<file path="src/rtl/clock_pkg.sv">
// Shared constants for the clock display path.
//   - Active-low common-anode segment patterns, bit order {dp,g,f,e,d,c,b,a}
//   - Digit index constants, left (hours tens) to right (seconds units)
//   - Decimal-point mask and a digit-enable helper
// No ports; imported by bcd_to_seg7 and clock_display_scan.
package clock_pkg;

  localparam int NUM_DIGITS = 6;

  typedef logic [3:0] bcd_t;
  typedef logic [2:0] digit_idx_t;

  // Segment patterns, active-low, dp off (bit7 = 1).
  localparam logic [7:0] SEG_0    = 8'hC0;
  localparam logic [7:0] SEG_1    = 8'hF9;
  localparam logic [7:0] SEG_2    = 8'hA4;
  localparam logic [7:0] SEG_3    = 8'hB0;
  localparam logic [7:0] SEG_4    = 8'h99;
  localparam logic [7:0] SEG_5    = 8'h92;
  localparam logic [7:0] SEG_6    = 8'h82;
  localparam logic [7:0] SEG_7    = 8'hF8;
  localparam logic [7:0] SEG_8    = 8'h80;
  localparam logic [7:0] SEG_9    = 8'h90;
  localparam logic [7:0] SEG_DASH = 8'hBF;
  localparam logic [7:0] SEG_OFF  = 8'hFF;

  // Digit positions on the display.
  localparam digit_idx_t DIGIT_HH = 3'd0;
  localparam digit_idx_t DIGIT_HL = 3'd1;
  localparam digit_idx_t DIGIT_MH = 3'd2;
  localparam digit_idx_t DIGIT_ML = 3'd3;
  localparam digit_idx_t DIGIT_SH = 3'd4;
  localparam digit_idx_t DIGIT_SL = 3'd5;

  // AND-ing with this lights the decimal point (active-low bit7).
  localparam logic [7:0] DP_MASK = 8'h7F;

  // Active-low one-cold digit enable for a given scan position.
  function automatic logic [NUM_DIGITS-1:0] dig_enable(input digit_idx_t idx);
    return ~(NUM_DIGITS'(1) << idx);
  endfunction

endpackage

</file>
<file path="src/rtl/bcd_to_seg7.sv">
// Combinational BCD to 7-segment decoder for a common-anode display.
// Ports:
//   bcd  in  4  BCD digit; values above 9 decode to a dash
//   seg  out 7  segments {g,f,e,d,c,b,a}, active-low
module bcd_to_seg7
  import clock_pkg::*;
(
  input  logic [3:0] bcd,
  output logic [6:0] seg
);

  always_comb begin
    seg = SEG_DASH[6:0];
    case (bcd)
      4'd0: seg = SEG_0[6:0];
      4'd1: seg = SEG_1[6:0];
      4'd2: seg = SEG_2[6:0];
      4'd3: seg = SEG_3[6:0];
      4'd4: seg = SEG_4[6:0];
      4'd5: seg = SEG_5[6:0];
      4'd6: seg = SEG_6[6:0];
      4'd7: seg = SEG_7[6:0];
      4'd8: seg = SEG_8[6:0];
      4'd9: seg = SEG_9[6:0];
      default: seg = SEG_DASH[6:0];
    endcase
  end

endmodule

</file>
<file path="src/rtl/clock_display_scan.sv">
// Six-digit multiplexed common-anode display driver for the main_clock time bus,
// shown as HH.MM.SS. The six BCD digits and isFull are captured once per scan
// frame (on the edge that wraps from the last digit back to the first), so a
// frame never mixes digits from two different times.
//
// Optional feature macro: DISP_FULL_BLINK_EN
//   Defined     - while the captured isFull is 1, the display blinks: BLINK_FRAMES
//                 frames visible, BLINK_FRAMES frames dark, repeating. DIG keeps
//                 scanning while dark. Each new isFull assertion starts visible.
//   Not defined - isFull is ignored and SEG is never forced dark.
//
// Parameters:
//   SCAN_DIV      clock cycles each digit stays lit (>= 2)
//   BLINK_FRAMES  frames per blink half-period (blink build only)
// Ports:
//   CLK     in   1  system clock
//   RST     in   1  asynchronous reset, active-low
//   Hh,Hl   in   4  hour tens/units, BCD
//   Mh,Ml   in   4  minute tens/units, BCD
//   Sh,Sl   in   4  second tens/units, BCD
//   isFull  in   1  on-the-hour level
//   SEG     out  8  segments {dp,g,f,e,d,c,b,a}, active-low
//   DIG     out  6  digit enables, active-low; bit0 = Hh ... bit5 = Sl
module clock_display_scan
  import clock_pkg::*;
#(
  parameter int SCAN_DIV     = 50000,
  parameter int BLINK_FRAMES = 83
) (
  input  logic       CLK,
  input  logic       RST,
  input  logic [3:0] Hh,
  input  logic [3:0] Hl,
  input  logic [3:0] Mh,
  input  logic [3:0] Ml,
  input  logic [3:0] Sh,
  input  logic [3:0] Sl,
  input  logic       isFull,
  output logic [7:0] SEG,
  output logic [5:0] DIG
);

  localparam int PW = (SCAN_DIV > 1) ? $clog2(SCAN_DIV) : 1;

  logic [PW-1:0]  prescaler;
  digit_idx_t     idx;
  logic           tc;
  logic           wrap;
  bcd_t           snap [NUM_DIGITS];
  bcd_t           cur_bcd;
  logic [6:0]     cur_seg7;
  logic           blank;
  logic [7:0]     seg_next;
  logic [7:0]     seg_q;
  logic [5:0]     dig_q;

  assign tc   = (prescaler == PW'(SCAN_DIV - 1));
  assign wrap = tc && (idx == DIGIT_SL);

  // Prescaler and scan index.
  always_ff @(posedge CLK or negedge RST) begin
    if (!RST) begin
      prescaler <= '0;
      idx       <= DIGIT_HH;
    end else if (tc) begin
      prescaler <= '0;
      idx       <= (idx == DIGIT_SL) ? DIGIT_HH : idx + 3'd1;
    end else begin
      prescaler <= prescaler + 1'b1;
    end
  end

  // Digit snapshot, taken only on the frame wrap so a frame never tears.
  always_ff @(posedge CLK or negedge RST) begin
    if (!RST) begin
      for (int i = 0; i < NUM_DIGITS; i++) snap[i] <= '0;
    end else if (wrap) begin
      snap[DIGIT_HH] <= Hh;
      snap[DIGIT_HL] <= Hl;
      snap[DIGIT_MH] <= Mh;
      snap[DIGIT_ML] <= Ml;
      snap[DIGIT_SH] <= Sh;
      snap[DIGIT_SL] <= Sl;
    end
  end

`ifdef DISP_FULL_BLINK_EN
  localparam int FW = (BLINK_FRAMES > 1) ? $clog2(BLINK_FRAMES) : 1;

  logic          snap_full;
  logic [FW-1:0] frame_cnt;
  logic          blank_q;

  // Blink phase advances only at frame wraps. A frame that still had
  // isFull=1 captured and is followed by another isFull=1 frame counts
  // toward the half-period; anything else restarts in the visible phase,
  // so the first frame of a new assertion is always visible.
  always_ff @(posedge CLK or negedge RST) begin
    if (!RST) begin
      snap_full <= 1'b0;
      frame_cnt <= '0;
      blank_q   <= 1'b0;
    end else if (wrap) begin
      snap_full <= isFull;
      if (isFull && snap_full) begin
        if (frame_cnt == FW'(BLINK_FRAMES - 1)) begin
          frame_cnt <= '0;
          blank_q   <= ~blank_q;
        end else begin
          frame_cnt <= frame_cnt + 1'b1;
        end
      end else begin
        frame_cnt <= '0;
        blank_q   <= 1'b0;
      end
    end
  end

  assign blank = blank_q;
`else
  logic unused_full;
  int   unused_blink_frames;

  assign unused_full         = isFull;
  assign unused_blink_frames = BLINK_FRAMES;
  assign blank               = 1'b0;
`endif

  // Snapshot mux feeding the single decoder.
  always_comb begin
    cur_bcd = snap[DIGIT_HH];
    case (idx)
      DIGIT_HH: cur_bcd = snap[DIGIT_HH];
      DIGIT_HL: cur_bcd = snap[DIGIT_HL];
      DIGIT_MH: cur_bcd = snap[DIGIT_MH];
      DIGIT_ML: cur_bcd = snap[DIGIT_ML];
      DIGIT_SH: cur_bcd = snap[DIGIT_SH];
      DIGIT_SL: cur_bcd = snap[DIGIT_SL];
      default:  cur_bcd = snap[DIGIT_HH];
    endcase
  end

  bcd_to_seg7 u_dec (
    .bcd (cur_bcd),
    .seg (cur_seg7)
  );

  // Decimal point after hours units and minutes units gives HH.MM.SS.
  always_comb begin
    seg_next = {1'b1, cur_seg7};
    if (idx == DIGIT_HL || idx == DIGIT_ML) seg_next = seg_next & DP_MASK;
    if (blank) seg_next = SEG_OFF;
  end

  // Registered outputs: follow idx by one cycle, exactly one digit enabled.
  always_ff @(posedge CLK or negedge RST) begin
    if (!RST) begin
      seg_q <= SEG_OFF;
      dig_q <= 6'h3F;
    end else begin
      seg_q <= seg_next;
      dig_q <= dig_enable(idx);
    end
  end

  assign SEG = seg_q;
  assign DIG = dig_q;

endmodule

</file>
<file path="config.mk">
export PLATFORM = sky130hd
export DESIGN_NAME = clock_display_scan
export DESIGN_NICKNAME = d
export VERILOG_FILES = /design/src/rtl/clock_pkg.sv /design/src/rtl/bcd_to_seg7.sv /design/src/rtl/clock_display_scan.sv
export SDC_FILE = /design/constraint.sdc
export NUM_CORES = 1
export LEC_CHECK = 0
export BUFFER_PORTS_ARGS = -buffer_cell sky130_fd_sc_hd__buf_2
export CORE_UTILIZATION = 45
export CTS_CLUSTER_DIAMETER = 150
export DETAILED_ROUTE_END_ITERATION = 7
export PLACE_DENSITY = 0.68
export SYNTH_ARGS = -nofsm -noshare
export SYNTH_HDL_FRONTEND = slang
export SYNTH_SLANG_ARGS = --single-unit
</file>
<file path="constraint.sdc">
create_clock -name CLK -period 2.7 [get_ports CLK]
set_clock_uncertainty 0.15 [all_clocks]
set_input_delay 0.135 -clock CLK [delete_from_list [all_inputs] [get_ports CLK]]
set_output_delay 0.135 -clock CLK [all_outputs]
set_load 0.005 [all_outputs]
</file>
==> summary.txt <==
Outcome = complete, no violations
Tightest Pin Transition = 645 ps
Hpwl dp = 3500 um
Critical path endpoint category = flip-flop
Total CTS buffers = 9
Tmin final = 2370 ps
DRC errors left = 0
Max Slew Vio Count = 0
DIE AREA = 6250 sq um
Final Cycle Share = 87.8%
Crit path max-delay family = simple AND/OR/NAND/NOR gates
Root buf cell = clkbuf_8
Port Buffers = 39
Sequential area share after synthesis = 54.0%
CP max stage cell = or4b_4
Mapped Area = 2670 sq um
Placer congestion estimate = 0.754
Gate Count Post-Synth = 229
Critical path depth = 8
Row count = 27
Max H-tree Level = 3
Final hold violation count = 0
# IOs = 41
Worst-skew pair later-pin latency = 340 ps
Pre-CTS WS = 213 ps
Cell area after placement = 2950 sq um
Total Power = 0.00165 W
Maximum fanout along the worst path = 9
Syn nets = 261
DR vias = 1931
Pre-antenna DRT Iters = 4
Slowest Stage Delay on Critical Path = 550 ps
GR Overflow Total = 0
Worst Path Arrival = 2490 ps
R2R Setup Slk = 330 ps
Syn-to-layout area delta = 26.5%
Final ANT Viol Nets = 0
Setup TNS = 0 ps
Initial antenna violation count = 0
Reg2reg path depth = 8
Pwr/cell area = 487 nW/um^2
CP bufs+invs = 1
CP Cell Sequence = inv_1 -> ha_2 -> nor2b_2 -> a21oi_4 -> nand2_1 -> o22a_2 -> or4b_4 -> nand3_1
Wire per inst = 13.4 um
Die Span Y = 79.1 um
Largest net degree at the start of global routing = 31
Critical path type = flip-flop to flip-flop
Core ar. = 5610 sq um
Hold/Removal Path Class = input pin to async pin
Max_cap viols = 0
Starting Density = 47.7%
Clock Sink Count = 57
Initial DRC count = 100
Die X = 79.1 um
CTS Buffer Depth = 2
Core Util, Final = 60.3%
Nets = 334
Synthesis-stage register bit count = 57
Vias/cell = 5.11
Final setup vio count = 0
Worst vdd ir = 294 uV
Highest Clock Rate = 422 MHz
Synthesis Warnings = 0
LEAKAGE = 1.65 nW
Antenna diode count = 0
Setup repair after global routing missed its margin = false
CP startpoint kind = flip-flop
Share of cells above drive strength 1 = 30.1%
Post-Route WL = 5070 um
Critical Path RT = 2820 ps
Final worst-path setup slack = 330 ps
Post-synth cell types = 46
GRT Total Usage = 18.9%
CTS tree = built
Clock transition at path regs = 60 ps
Design area = 3380 sq um
Vias in the first global route = 1920
First-pass GRT wire length = 8920 um
Average footprint of a synthesized cell = 11.7 sq um
Slew HR = 57.0%
-- cells in the final DEF, fill, tap and decap left out, types with 3 or more instances in the layout --
master,netlist,layout
buf_4,1,7
nor2b_1,6,6
nor2_1,17,17
mux2_2,5,5
nand3_1,12,12
a21oi_1,9,9
xnor2_1,6,6
dlygate4sd3_1,0,25
a22oi_1,3,3
clkbuf_8,0,12
ha_1,5,4
nand4_1,5,5
mux2_1,20,20
inv_1,8,8
o21ai_0,5,5
dfstp_2,14,14
nand2_1,19,19
buf_2,3,39
or3_1,4,4
clkinv_2,0,3
dfrtp_1,43,43
nand2b_1,3,3
xor2_1,8,8
-- routing by layer --
layer / global-route usage [%] / vias up / routed length [um]
met3: 3.91 / 11 / 185
met4: 9.82 / 0 / 106
li1: - / 936 / -
met5: 0 / - / 0
met1: 25.3 / 946 / 2410
met2: 28.9 / 38 / 2370
-- worst register-to-register path, stage by stage, from the launching register on --
cell	delay, ps
dfrtp_1	370
inv_1	110
ha_2	310
nor2b_2	130
a21oi_4	230
nand2_1	90
o22a_2	270
or4b_4	550
nand3_1	100
-- sequential cells by signal, summed over array words and instances, names as in the netlist --
register,flops
snap,24
prescaler,16
SEG,8
DIG,6
idx,3
-- power by group --
part           switching [W]  total [W]  internal, W  leakage, nW
clock               0.000327   0.000725     0.000398       0.0980
sequential                 0   0.000855     0.000855        0.732
combinational      0.0000261  0.0000653    0.0000392        0.819
total               0.000353    0.00165      0.00129         1.65
-- logic make-up (layout without fill, tap and decap cells) --
logic type | count (synthesis) | after routing | share of synthesized area [%]
mux | 26 | 26 | 10.9
simple gates | 80 | 80 | 16.2
xor+xnor | 14 | 14 | 4.59
fa+ha+maj | 5 | 5 | 2.34
buf+inv | 18 | 95 | 4.21
compound gates | 29 | 29 | 7.77
flops | 57 | 57 | 54.0
-- stage by stage --
stage | hold slack [ps] | cells
5_1_grt | 243 | 378
3_3_place_gp | 45.4 | 338
2_1_floorplan | -311 | 229
3_5_place_dp | 52.3 | 338
4_1_cts | 221 | 378
6_report | 204 | 378
-- worst paths after layout --
check,to,startpoint
max,SEG[3],idx[2]
min,prescaler[0],RST
max reg2reg,SEG[3],idx[2]
min reg2reg,snap[3],snap[3]
max in group asynchronous,SEG[3],RST
min in group CLK,snap[3],snap[3]
-- synth_stat cells (all sizes together) --
library cell,n,area share (%)
o22a,2,0.70
or3,4,0.94
or4,2,0.70
or4b,1,0.51
a32oi,1,0.33
xnor2,6,2.0
dfrtp,43,40
nand3,12,2.2
nor3,1,0.61
mux2,25,11
nor2,17,2.4
nand2,19,2.7
and2,1,0.23
clkbuf,1,0.14
nand2b,3,0.70
a2bb2oi,1,0.33
o21ai,6,1.1
or2,3,0.70
a41oi,1,0.61
nor2b,7,1.7
xor2,8,2.6
ha,5,2.3
dfstp,14,14
and3b,1,0.33
nor4,2,0.70
a21o,2,0.56
nand4,5,1.2
mux2i,1,0.37
and2b,1,0.28
inv,8,1.1
a22oi,3,0.84
a211oi,2,0.56
o32a,1,0.42
a21oi,10,2.3
buf,9,2.9
nand3b,1,0.28
-- area by class of cell --
type	count	area (sq um)
inverters	8	30.0
well taps	72	90.1
multi-input cells	154	1120
fillers	494	2230
repair buffers	72	518
clock buffers	12	165
flip-flops and latches	57	1440
clock inverters	3	15.0
-- timing repair --
action	4_1_cts	5_1_grt
setup buffers	0	0
setup endpoints to repair	0	1
hold endpoints to repair	44	0
gates resized for setup	0	1
hold buffers	25	0
Power figures use the tool's default switching activity.
